## src/rtl/cpu_ctrl_pkg.sv

```systemverilog
// cpu_ctrl_pkg: states, ISA constants and opcode dispatch for cpu_controller (memory ops under CPU_CTRL_MEM_EN)
package cpu_ctrl_pkg;
  typedef enum logic [3:0] {
    S_WAIT, S_DECODE, S_GET_A, S_GET_B, S_ALU, S_CMP, S_WR_REG, S_WR_IMM,
    S_HALT, S_ADDR, S_LD_ADDR, S_MEM_RD, S_WR_MEM, S_GET_D, S_PASS, S_ST_MEM
  } state_t;

  localparam logic [2:0] OPC_MOV = 3'b110;
  localparam logic [2:0] OPC_ALU = 3'b101;
  localparam logic [2:0] OPC_LDR = 3'b011;
  localparam logic [2:0] OPC_STR = 3'b100;
  localparam logic [2:0] OPC_HLT = 3'b111;

  localparam logic [1:0] OP_MOV_REG = 2'b00;
  localparam logic [1:0] OP_MOV_IMM = 2'b10;
  localparam logic [1:0] OP_ADD     = 2'b00;
  localparam logic [1:0] OP_CMP     = 2'b01;
  localparam logic [1:0] OP_AND     = 2'b10;
  localparam logic [1:0] OP_MVN     = 2'b11;
  localparam logic [1:0] OP_MEM     = 2'b00;

  localparam logic [1:0] NSEL_RN = 2'b00;
  localparam logic [1:0] NSEL_RD = 2'b01;
  localparam logic [1:0] NSEL_RM = 2'b10;

  localparam logic [1:0] VSEL_C     = 2'b00;
  localparam logic [1:0] VSEL_IMM   = 2'b01;
  localparam logic [1:0] VSEL_MDATA = 2'b10;
  localparam logic [1:0] VSEL_ZERO  = 2'b11;

  localparam logic [1:0] MEM_NONE = 2'b00;
  localparam logic [1:0] MEM_RD   = 2'b01;
  localparam logic [1:0] MEM_WR   = 2'b10;

  // First execution state after DECODE; S_WAIT marks an undefined instruction.
  function automatic state_t decode_next(input logic [2:0] opc, input logic [1:0] op);
    if (opc == OPC_HLT) return S_HALT;
    case ({opc, op})
      {OPC_MOV, OP_MOV_IMM}: return S_WR_IMM;
      {OPC_MOV, OP_MOV_REG}: return S_GET_B;
      {OPC_ALU, OP_MVN}:     return S_GET_B;
      {OPC_ALU, OP_ADD}:     return S_GET_A;
      {OPC_ALU, OP_CMP}:     return S_GET_A;
      {OPC_ALU, OP_AND}:     return S_GET_A;
`ifdef CPU_CTRL_MEM_EN
      {OPC_LDR, OP_MEM}:     return S_GET_A;
      {OPC_STR, OP_MEM}:     return S_GET_A;
`endif
      default:               return S_WAIT;
    endcase
  endfunction
endpackage

```

## src/rtl/cpu_controller_instr_reg.sv

```systemverilog
// instr_reg: load-enabled instruction register with asynchronous active-low clear
module instr_reg #(
  parameter int W = 16
) (
  input  logic         clk,
  input  logic         reset_n,
  input  logic         en,
  input  logic [W-1:0] d,
  output logic [W-1:0] q
);
  // Capture on enable, clear immediately on reset.
  always_ff @(posedge clk or negedge reset_n)
    if (!reset_n) q <= '0;
    else if (en) q <= d;
endmodule

```

## src/rtl/cpu_controller.sv

```systemverilog
// cpu_controller: IR plus Moore sequencing FSM for the 16-bit RISC datapath (LDR/STR under CPU_CTRL_MEM_EN)
module cpu_controller
  import cpu_ctrl_pkg::*;
#(
  parameter int IR_W = 16
) (
  input  logic            clk,
  input  logic            reset_n,
  input  logic [IR_W-1:0] in,
  input  logic            load,
  input  logic            s,
  input  logic [2:0]      opcode,
  input  logic [1:0]      op,
  output logic [IR_W-1:0] ir,
  output logic [1:0]      nsel,
  output logic [1:0]      vsel,
  output logic            write,
  output logic            loada,
  output logic            loadb,
  output logic            loadc,
  output logic            loads,
  output logic            asel,
  output logic            bsel,
  output logic [1:0]      mem_cmd,
  output logic            load_addr,
  output logic            w,
  output logic            halted,
  output logic            illegal
);
  state_t state, next;

  instr_reg #(.W(IR_W)) u_ir (
    .clk(clk),
    .reset_n(reset_n),
    .en(load && state == S_WAIT),
    .d(in),
    .q(ir)
  );

  // State register; reset aborts any instruction in flight.
  always_ff @(posedge clk or negedge reset_n)
    if (!reset_n) state <= S_WAIT;
    else state <= next;

  // Sequencing; terminal states and unused encodings fall back to WAIT.
  always_comb begin
    next = S_WAIT;
    case (state)
      S_WAIT:    next = s ? S_DECODE : S_WAIT;
      S_DECODE:  next = decode_next(opcode, op);
`ifdef CPU_CTRL_MEM_EN
      S_GET_A:   next = (opcode == OPC_LDR || opcode == OPC_STR) ? S_ADDR : S_GET_B;
      S_ADDR:    next = S_LD_ADDR;
      S_LD_ADDR: next = opcode == OPC_LDR ? S_MEM_RD : S_GET_D;
      S_MEM_RD:  next = S_WR_MEM;
      S_GET_D:   next = S_PASS;
      S_PASS:    next = S_ST_MEM;
`else
      S_GET_A:   next = S_GET_B;
`endif
      S_GET_B:   next = {opcode, op} == {OPC_ALU, OP_CMP} ? S_CMP : S_ALU;
      S_ALU:     next = S_WR_REG;
      S_HALT:    next = S_HALT;
      default:   next = S_WAIT;
    endcase
  end

  // Moore outputs from state and IR only; A is zeroed for the single-operand moves.
  always_comb begin
    nsel = NSEL_RN;
    vsel = VSEL_C;
    write = 1'b0;
    loada = 1'b0;
    loadb = 1'b0;
    loadc = 1'b0;
    loads = 1'b0;
    asel = 1'b0;
    bsel = 1'b0;
    mem_cmd = MEM_NONE;
    load_addr = 1'b0;
    halted = 1'b0;
    illegal = 1'b0;
    w = state == S_WAIT;
    case (state)
      S_DECODE:  illegal = decode_next(ir[15:13], ir[12:11]) == S_WAIT;
      S_GET_A:   loada = 1'b1;
      S_GET_B: begin
        nsel = NSEL_RM;
        loadb = 1'b1;
      end
      S_ALU: begin
        loadc = 1'b1;
        asel = ir[15:11] == {OPC_MOV, OP_MOV_REG} || ir[15:11] == {OPC_ALU, OP_MVN};
      end
      S_CMP:     loads = 1'b1;
      S_WR_REG: begin
        nsel = NSEL_RD;
        write = 1'b1;
      end
      S_WR_IMM: begin
        vsel = VSEL_IMM;
        write = 1'b1;
      end
      S_HALT:    halted = 1'b1;
`ifdef CPU_CTRL_MEM_EN
      S_ADDR: begin
        bsel = 1'b1;
        loadc = 1'b1;
      end
      S_LD_ADDR: load_addr = 1'b1;
      S_MEM_RD:  mem_cmd = MEM_RD;
      S_WR_MEM: begin
        nsel = NSEL_RD;
        vsel = VSEL_MDATA;
        mem_cmd = MEM_RD;
        write = 1'b1;
      end
      S_GET_D: begin
        nsel = NSEL_RD;
        loadb = 1'b1;
      end
      S_PASS: begin
        asel = 1'b1;
        loadc = 1'b1;
      end
      S_ST_MEM:  mem_cmd = MEM_WR;
`endif
      default: ;
    endcase
  end
endmodule

```

## config.mk

```make
export PLATFORM = sky130hd
export DESIGN_NAME = cpu_controller
export DESIGN_NICKNAME = d
export VERILOG_FILES = /design/src/rtl/cpu_ctrl_pkg.sv /design/src/rtl/cpu_controller_instr_reg.sv /design/src/rtl/cpu_controller.sv
export SDC_FILE = /design/constraint.sdc
export NUM_CORES = 1
export LEC_CHECK = 0
export CORE_MARGIN = 3
export CORE_UTILIZATION = 38
export DETAILED_ROUTE_END_ITERATION = 6
export PLACE_DENSITY = 0.9
export REMOVE_ABC_BUFFERS = 1
export SLEW_MARGIN = 20
export SYNTH_ARGS = -nofsm -noshare
export SYNTH_HDL_FRONTEND = slang
export SYNTH_SLANG_ARGS = --single-unit
```

## constraint.sdc

```tcl
create_clock -name clk -period 2 [get_ports clk]
set_clock_uncertainty 0.2 [all_clocks]
set_input_delay 0.2 -clock clk [delete_from_list [all_inputs] [get_ports clk]]
set_output_delay 0.2 -clock clk [all_outputs]
set_load 0.01 [all_outputs]
```

==> results.yml, run 1 <==
placed_design:
  dp_slack_ns: 0.00893
  routabilityCongestion: 0.915
  io_buffers: 52
  hpwlAfterDp_um: 1930
  place_area_um2: 1560
cts:
  clock-sinks: 20
  cts_tree: "done"
  htreeDepth: 1
  numCtsBuffers: 3
  cts_hold_buf: 0
  root_buffer: "clkbuf_4"
  clk_pin_slew_ns: 0.11
  clock_latency_ns: 0.29
  clockBufferDepth: 2
synth:
  seq_area_frac_synth: 0.481
  synth_top_family_by_area: "multiplexers"
  ys_types: 27
  yosys.area_share.adder: 0
  synthSimpleGateAreaFrac: 0.183
  synthMuxAreaShare: 0.209
  postSynthCellCount: 85
  synth_seq_cells: 20
  yosys_warnings: 0
  syn_avg_cell_area_um2: 12.2
  syn_area_um2: 1040
  synth_compound_area_frac: 0.0517
  synthXorXnorAreaFrac: 0
floorplanning:
  ios: 58
  fp.coreArea_um2: 2540
  die_w_um: 58.3
  rows: 18
  die_h_um: 58.3
  initial_core_util: 0.409
  die_area_um2: 3400
worst_setup_path:
  worst_ep_arrival_time_ns: 1.52
  crit_required_ns: 1.60
  cp-start-kind: "flop"
  path_class: "reg -> out"
  end_kind: "output pin"
  path_max_fanout: 5
cells_and_area:
  antennaDiodeCount: 0
  fin_util: 0.644
  drive_above_1_share: 0.264
  area_growth_syn_to_layout_pct: 57.5
  final_area_um2: 1640
  final_nets: 170
grt:
  grt_max_degree: 21
  overflow: 0
  grt_usage: 0.157
  antenna_found_initial: 0
  grt_pass1_wl_um: 4140
  grt_pass1_vias: 944
sta:
  finalCriticalPeriod_ns: 1.92
  fin_crit_sh: 0.961
  max_freq_mhz: 520
  slew_viol_final: 0
  finalSetupViolCount: 0
  setup_ws_ns: 0.0782
  final-hold-violation-count: 0
job:
  max_cap_violations: 0
pwr:
  finalPower_mw: 2.34
  peakVddDrop_uv: 977
  power_density_nw_per_um2: 1430
  leakage_nw: 0.815
detailed_routing:
  ant_nets: 0
  drt-pass1-iter-count: 4
  wire_per_inst_um: 14.4
  drtIter0Drc: 20
  viasPerCell: 4.99
  via_count: 869
  totalWireLength_um: 2510
  drc: 0
hold_path:
  hold_class: "in -> async"
outcome:
  status: "completed"
-- per-layer routing --
metal,share of wire,global-route usage
met1,0.37,0.170
met2,0.50,0.279
met3,0.11,0.0526
met4,0.015,0.0629
met5,0,0
-- critical path, stage by stage (launching register included) --
cell	delay [ns]
dfrtp_2	0.44
buf_4	0.17
nor4b_2	0.31
dlygate4sd2_1	0.31
-- placed cells by master (no fill, tap or decap), types with 3 or more instances in the layout --
cell and count:
a21oi_1 3, dfrtp_2 3, clkdlybuf4s50_1 40, clkbuf_4 3, conb_1 5, mux2_2 6
dlygate4sd2_1 7, mux2_4 10, dfrtp_1 17, nor2_1 4, nand2_1 6, dlymetal6s2s_1 3
o21ai_0 3, buf_4 7
-- registers in the layout (all words and copies together), names as in the netlist --
name    flops
u_ir.q     16
state       4
-- path summary, 6_finish.rpt --
path	depth (start not counted)	slack, ns	start	endpoint
max reg2reg	4	0.17	state[0]$_DFF_PN0_	u_ir.q[6]$_DFFE_PN0P_
min reg2reg	1	0.32	u_ir.q[1]$_DFFE_PN0P_	u_ir.q[1]$_DFFE_PN0P_
max in group asynchronous	2	1.33	reset_n	state[3]$_DFF_PN0_
min	2	0.04	reset_n	u_ir.q[15]$_DFFE_PN0P_
max	3	0.08	state[0]$_DFF_PN0_	halted
min in group clk	2	0.31	in[1]	u_ir.q[1]$_DFFE_PN0P_
-- cell families after synthesis --
group | count (synthesis)
compound gates | 9
simple gates | 29
buf+inv | 10
other cells | 1
flops | 20
mux | 16
-- area by class of cell --
class                      count  area [um^2]
clock buffer                   4         36.3
fill                         218          906
inverter                       2         7.51
multi-input combinational     59          492
sequential                    20          504
tap                           30         37.5
timing repair buffer          59          562
-- cells in the mapped netlist --
library cell / n / area share
nor4b_1: 1 / 0.0084
and4bb_2: 1 / 0.012
nor3b_1: 1 / 0.0072
a21oi_1: 3 / 0.014
and2_1: 2 / 0.012
and3_1: 2 / 0.012
o21bai_1: 1 / 0.0072
nand2_1: 6 / 0.022
nand4b_1: 2 / 0.017
nand2_4: 1 / 0.011
o221ai_1: 1 / 0.0084
buf_4: 6 / 0.043
mux2_4: 10 / 0.14
buf_6: 2 / 0.022
nand3_1: 1 / 0.0048
dfrtp_1: 20 / 0.48
nor3_1: 1 / 0.0048
mux2_2: 6 / 0.065
o211ai_1: 1 / 0.0072
nor2b_1: 3 / 0.018
and2b_1: 1 / 0.0072
nor2_1: 5 / 0.018
inv_1: 2 / 0.0072
conb_1: 1 / 0.0036
and3b_1: 1 / 0.0084
nor4_4: 1 / 0.020
o21ai_0: 3 / 0.014
-- where the power goes --
| group | internal (mW) | total, mW | leakage (nW) | switching [mW] |
|---|---|---|---|---|
| clock network | 0.111 | 0.225 | 0.0210 | 0.114 |
| logic | 0.820 | 1.37 | 0.557 | 0.550 |
| registers | 0.610 | 0.747 | 0.236 | 0.136 |
| total | 1.54 | 2.34 | 0.815 | 0.800 |
-- stage by stage --
stage | hold slack (ns) | setup TNS [ns] | instances
floorplan | -0.296 | 0 | 81
global placement | 0.289 | 0 | 165
detailed placement | 0.298 | 0 | 165
CTS | 0.0421 | 0 | 174
global route | 0.0397 | -0.00135 | 174
finish | 0.0416 | 0 | 174
-- what timing repair did --
| action | 4_1_cts | 5_1_grt |
|---|---|---|
| buffers inserted | 5 | 0 |
| pin swaps | 0 | 1 |
| endpoints found under the setup margin | 12 | 6 |
| hold endpoints to repair | 0 | 0 |
| resized for setup | 15 | 7 |
Power figures use the tool's default switching activity.
==> run 2, diff against run 1 <==
==> constraint.sdc (replaced) <==
create_clock -name clk -period 2 [get_ports clk]
set_clock_uncertainty 0.2 [all_clocks]
set_input_delay 0.2 -clock clk [delete_from_list [all_inputs] [get_ports clk]]
set_output_delay 0.2 -clock clk [all_outputs]
set_load 0.05 [all_outputs]
==> run 2 against run 1 <==
Sequential share of layout area decreased by 1.9 points. Worst hold slack better by 0.0095 ns. Combinational power is 66% higher. Via count decreased by 2.8%. Die area unchanged. Register-to-register slack hardly changed. Worst setup slack better by 0.0086 ns. Clock-buffer cell count decreased by 1. Highest routed layer is now met3. Final area up 6.3%. Maximum frequency up 0.45%.
==> results.yml, run 2 (synthesized netlist as in run 1, its figures left out) <==
cells_and_area:
  final_area_um2: 1740
  biggestRegsByFlops: "u_ir.q x16, state x4"
  largest_register_ffs: 16
  antennaDiodeCount: 0
  regMostFlops: "u_ir.q"
  fin_util: 0.685
  final_nets: 168
  area_growth_syn_to_layout_pct: 67.4
  final_common_cell: "clkdlybuf4s50_1"
  drive_above_1_share: 0.312
  layout_common_cells: "clkdlybuf4s50_1 (38), dfrtp_1 (18), buf_12 (12)"
  fillers: 190
sta:
  final-hold-violation-count: 0
  fin_crit_sh: 0.957
  slew_viol_final: 0
  finalSetupViolCount: 0
  tightest_slew_ns: 0.530
  rsz0062_at_grt: "false"
  max_freq_mhz: 523
  maxSlewHeadroom: 0.646
  tns_ns: 0
  finalCriticalPeriod_ns: 1.91
grt:
  grt_pass1_wl_um: 4060
  overflow: 0
  grt_usage: 0.156
  use_met2: 0.292
  grt_pass1_vias: 904
  grt_max_degree: 21
  antenna_found_initial: 0
  grt-busiest-layer: "met2"
  grt.met3_usage: 0.0263
  grtUsageMet1: 0.184
worst_setup_path:
  path_class: "reg -> out"
  crit_family: "buffers and inverters"
  r2r-start: "state[0]$_DFF_PN0_"
  crit_required_ns: 1.60
  crit_chain: "clkdlybuf4s50_1"
  cp-start-kind: "flop"
  path_max_fanout: 4
  worst_ep_arrival_time_ns: 1.51
  path_buf_inv: 1
  critPathMaxStageDelay_ns: 0.83
  end_kind: "output pin"
  slowest_stage: "clkdlybuf4s50_1"
  startpoint: "u_ir.q[11]$_DFFE_PN0P_"
floorplanning:
  die_w_um: 58.3
  die_area_um2: 3400
  die_h_um: 58.3
  fp.coreArea_um2: 2540
  initial_core_util: 0.409
  ios: 58
  rows: 18
cts:
  clock_latency_ns: 0.28
  clk_pin_slew_ns: 0.10
  htreeDepth: 1
  root_buffer: "clkbuf_4"
  cts_tree: "done"
  clock-sinks: 20
  numCtsBuffers: 3
  clockBufferDepth: 2
outcome:
  status: "completed"
job:
  max_cap_violations: 0
detailed_routing:
  drtIter0Drc: 11
  ant_nets: 0
  drt-pass1-iter-count: 4
  via_count: 845
  drc: 0
  totalWireLength_um: 2500
  wire_per_inst_um: 14.6
  viasPerCell: 4.94
pwr:
  leakage_nw: 0.786
  power_density_nw_per_um2: 1850
  peakVddDrop_uv: 1150
placed_design:
  routabilityCongestion: 0.832
  io_buffers: 52
  place_area_um2: 1700
  hpwlAfterDp_um: 2040
hold_path:
  hold_class: "in -> async"
==> run 2: cell count changes in the layout (fill, tap and decap cells not counted), moves of 2 or more <==
cell,previous run,this run
clkbuf_2,2,0
clkdlybuf4s50_1,40,38
dlygate4sd2_1,7,0
buf_4,7,5
buf_12,0,12
==> run 2: repair_timing <==
action                                  4_1_cts  5_1_grt
resized for setup                             3        4
buffers inserted                              0        1
endpoints found under the setup margin        2        4
hold buffers                                  0        0
==> run 2: final timing paths <==
path / to / slack (ns) / cells past startpoint
hold reg to reg: u_ir.q[1]$_DFFE_PN0P_ / 0.32 / 1
setup / recovery: ir[11] / 0.09 / 1
hold / removal: u_ir.q[13]$_DFFE_PN0P_ / 0.05 / 2
setup reg to reg: u_ir.q[6]$_DFFE_PN0P_ / 0.16 / 4
min in group clk: u_ir.q[1]$_DFFE_PN0P_ / 0.32 / 1
max in group asynchronous: state[2]$_DFF_PN0_ / 1.32 / 2
==> run 2: report_power, final <==
part           leakage [nW]  total [mW]  switching, mW  internal, mW
Clock                0.0138       0.171          0.102        0.0697
Sequential            0.238       0.787          0.177         0.610
Combinational         0.535        2.27           1.28         0.985
Total                 0.786        3.23           1.56          1.66
==> run 2: routing by layer <==
metal	vias to the layer above	part of all wire
li1	397	-
met1	407	0.39
met2	41	0.52
met3	0	0.087
met4	0	0
met5	-	0
==> run 2: area by class of cell <==
cell class	instances	area [um^2]	share of cell area
inverter	2	7.51	0.00431
tap	30	37.5	0.0215
clock buffer	3	22.5	0.0129
sequential	20	503	0.289
timing repair buffer	57	683	0.392
multi-input combinational	59	489	0.281
==> run 2: through the flow <==
step	power [mW]	setup WS (ns)	instances	hold WS [ns]
3_5_place_dp	3.05	0.157	167	0.298
4_1_cts	3.23	0.0374	170	0.0494
2_1_floorplan	2.18	-0.742	81	-0.296
5_1_grt	3.39	0.00519	171	0.0587
6_report	3.23	0.0869	171	0.0512
3_3_place_gp	2.98	0.219	167	0.289
==> run 3, diff against run 2 <==
--- a/config.mk
+++ b/config.mk
@@ -5,7 +5,7 @@
 export SDC_FILE = /design/constraint.sdc
 export NUM_CORES = 1
 export LEC_CHECK = 0
-export CORE_MARGIN = 3
+export CORE_MARGIN = 4
 export CORE_UTILIZATION = 38
 export DETAILED_ROUTE_END_ITERATION = 6
 export PLACE_DENSITY = 0.9
==> run 3 against run 2 <==
Global-route usage fell by 0.68 points. Clock power rose by 5%. Register-to-register slack barely moved. Utilization rose by 0.25 points.
==> results.yml, run 3 (synthesized netlist as in run 1, its figures left out) <==
cts:
  cts_hold_buf: 0
  numCtsBuffers: 3
  clock-sinks: 20
  root_buffer: "clkbuf_4"
  clockBufferDepth: 2
  htreeDepth: 1
  clock_latency_ns: 0.29
  cts_tree: "done"
  clk_pin_slew_ns: 0.10
pwr:
  power_frac_comb: 0.703
  peakVddDrop_uv: 1220
  clockPowerShare: 0.056
  power_density_nw_per_um2: 1850
  netSwitchingPower_mw: 1.56
  leakage_nw: 0.798
  pwr-share-seq: 0.242
  switching_share: 0.484
  internal_power_mw: 1.67
floorplanning:
  ios: 58
  rows: 18
  initial_core_util: 0.409
  fp.coreArea_um2: 2540
  die_h_um: 60.3
  die_area_um2: 3640
  die_w_um: 60.3
sta:
  finalCriticalPeriod_ns: 1.94
  rsz0062_at_grt: "false"
  finalSetupViolCount: 0
  fin_crit_sh: 0.970
  slew_viol_final: 0
  max_freq_mhz: 515
  tns_ns: 0
  tightest_slew_ns: 0.521
  final-hold-violation-count: 0
  maxSlewHeadroom: 0.652
detailed_routing:
  drc: 0
  wire_per_inst_um: 14.5
  drtIter0Drc: 10
  ant_nets: 0
  via_count: 825
  drt-pass1-iter-count: 4
  totalWireLength_um: 2470
  viasPerCell: 4.82
cells_and_area:
  fin_cells: 171
  final_nets: 168
  fin_util: 0.687
  area_growth_syn_to_layout_pct: 68.0
  final_common_cell: "clkdlybuf4s50_1"
  drive_above_1_share: 0.305
  final_area_um2: 1750
  antennaDiodeCount: 0
  fillers: 185
  biggestRegsByFlops: "u_ir.q x16, state x4"
  regMostFlops: "u_ir.q"
  largest_register_ffs: 16
  layout_common_cells: "clkdlybuf4s50_1 (37), dfrtp_1 (19), buf_12 (12)"
worst_setup_path:
  slowest_stage: "clkdlybuf4s50_1"
  end_kind: "output pin"
  critPathMaxStageDelay_ns: 0.84
  crit_required_ns: 1.60
  crit_chain: "clkdlybuf4s50_1"
  worst_ep_arrival_time_ns: 1.54
  path_class: "reg -> out"
  path_buf_inv: 1
  crit_family: "buffers and inverters"
  cp-start-kind: "flop"
  path_max_fanout: 4
hold_path:
  hold_class: "in -> async"
placed_design:
  hpwlAfterDp_um: 2050
  place_area_um2: 1700
  routabilityCongestion: 0.823
  dp_cells: 167
  io_buffers: 52
grt:
  grt_max_degree: 21
  grt_usage: 0.150
  antenna_found_initial: 0
  grt_pass1_vias: 921
  overflow: 0
  grt_pass1_wl_um: 4150
outcome:
  status: "completed"
job:
  max_cap_violations: 0
run 3: cell types whose count changed in the layout (fill, tap and decap cells not counted), sizes merged:
| cell | delta |
|---|---|
| clkdlybuf4s50 | -1 |
| dlymetal6s2s | +1 |
run 3: final timing paths:
check | endpoint | cells past startpoint | slack (ns) | start
max | ir[11] | 1 | 0.06 | u_ir.q[11]$_DFFE_PN0P_
min | u_ir.q[13]$_DFFE_PN0P_ | 2 | 0.04 | reset_n
max reg2reg | u_ir.q[14]$_DFFE_PN0P_ | 3 | 0.16 | state[1]$_DFF_PN0_
min reg2reg | u_ir.q[0]$_DFFE_PN0P_ | 1 | 0.32 | u_ir.q[0]$_DFFE_PN0P_
max in group asynchronous | state[2]$_DFF_PN0_ | 2 | 1.34 | reset_n
min in group clk | u_ir.q[1]$_DFFE_PN0P_ | 2 | 0.32 | in[1]
run 3: power groups by stage:
| stage | registers [mW] | logic, mW | clock network (mW) |
|---|---|---|---|
| after CTS | 0.790 | 2.27 | 0.189 |
| final | 0.780 | 2.27 | 0.180 |
| after detailed placement | 0.793 | 2.26 | 0 |
| after global placement | 0.773 | 2.22 | 0 |
| after floorplan | 1.36 | 0.825 | 0 |
| after global routing | 0.820 | 2.37 | 0.209 |
run 3: metrics by stage:
stage / hold slack, ns / setup WS (ns) / power (mW)
global route: 0.0499 / 0.0141 / 3.40
detailed placement: 0.298 / 0.161 / 3.05
finish: 0.0423 / 0.0597 / 3.23
global placement: 0.289 / 0.219 / 2.99
floorplan: -0.296 / -0.742 / 2.18
CTS: 0.0453 / 0.0123 / 3.25
run 3: cell type report:
cell class / instances / area [um^2] / area share
repair buffers: 57 / 686 / 0.392
flip-flops and latches: 20 / 502 / 0.287
multi-input cells: 59 / 494 / 0.283
well taps: 30 / 37.5 / 0.0215
clock buffers: 3 / 22.5 / 0.0129
inverters: 2 / 7.51 / 0.00429
run 3: metal layers:
layer	part of all wire	GRT usage	wire length, um	vias up
met5	0	0	0	-
met4	0	0.0380	0	0
met3	0.11	0.0340	284	0
met2	0.47	0.262	1170	44
met1	0.41	0.186	1020	383
li1	-	-	-	398
run 3: what timing repair did:
| item | CTS | global route |
|---|---|---|
| cloned | 0 | 0 |
| buffers inserted | 0 | 1 |
| endpoints found under the setup margin | 2 | 6 |
| gates resized for setup | 3 | 5 |
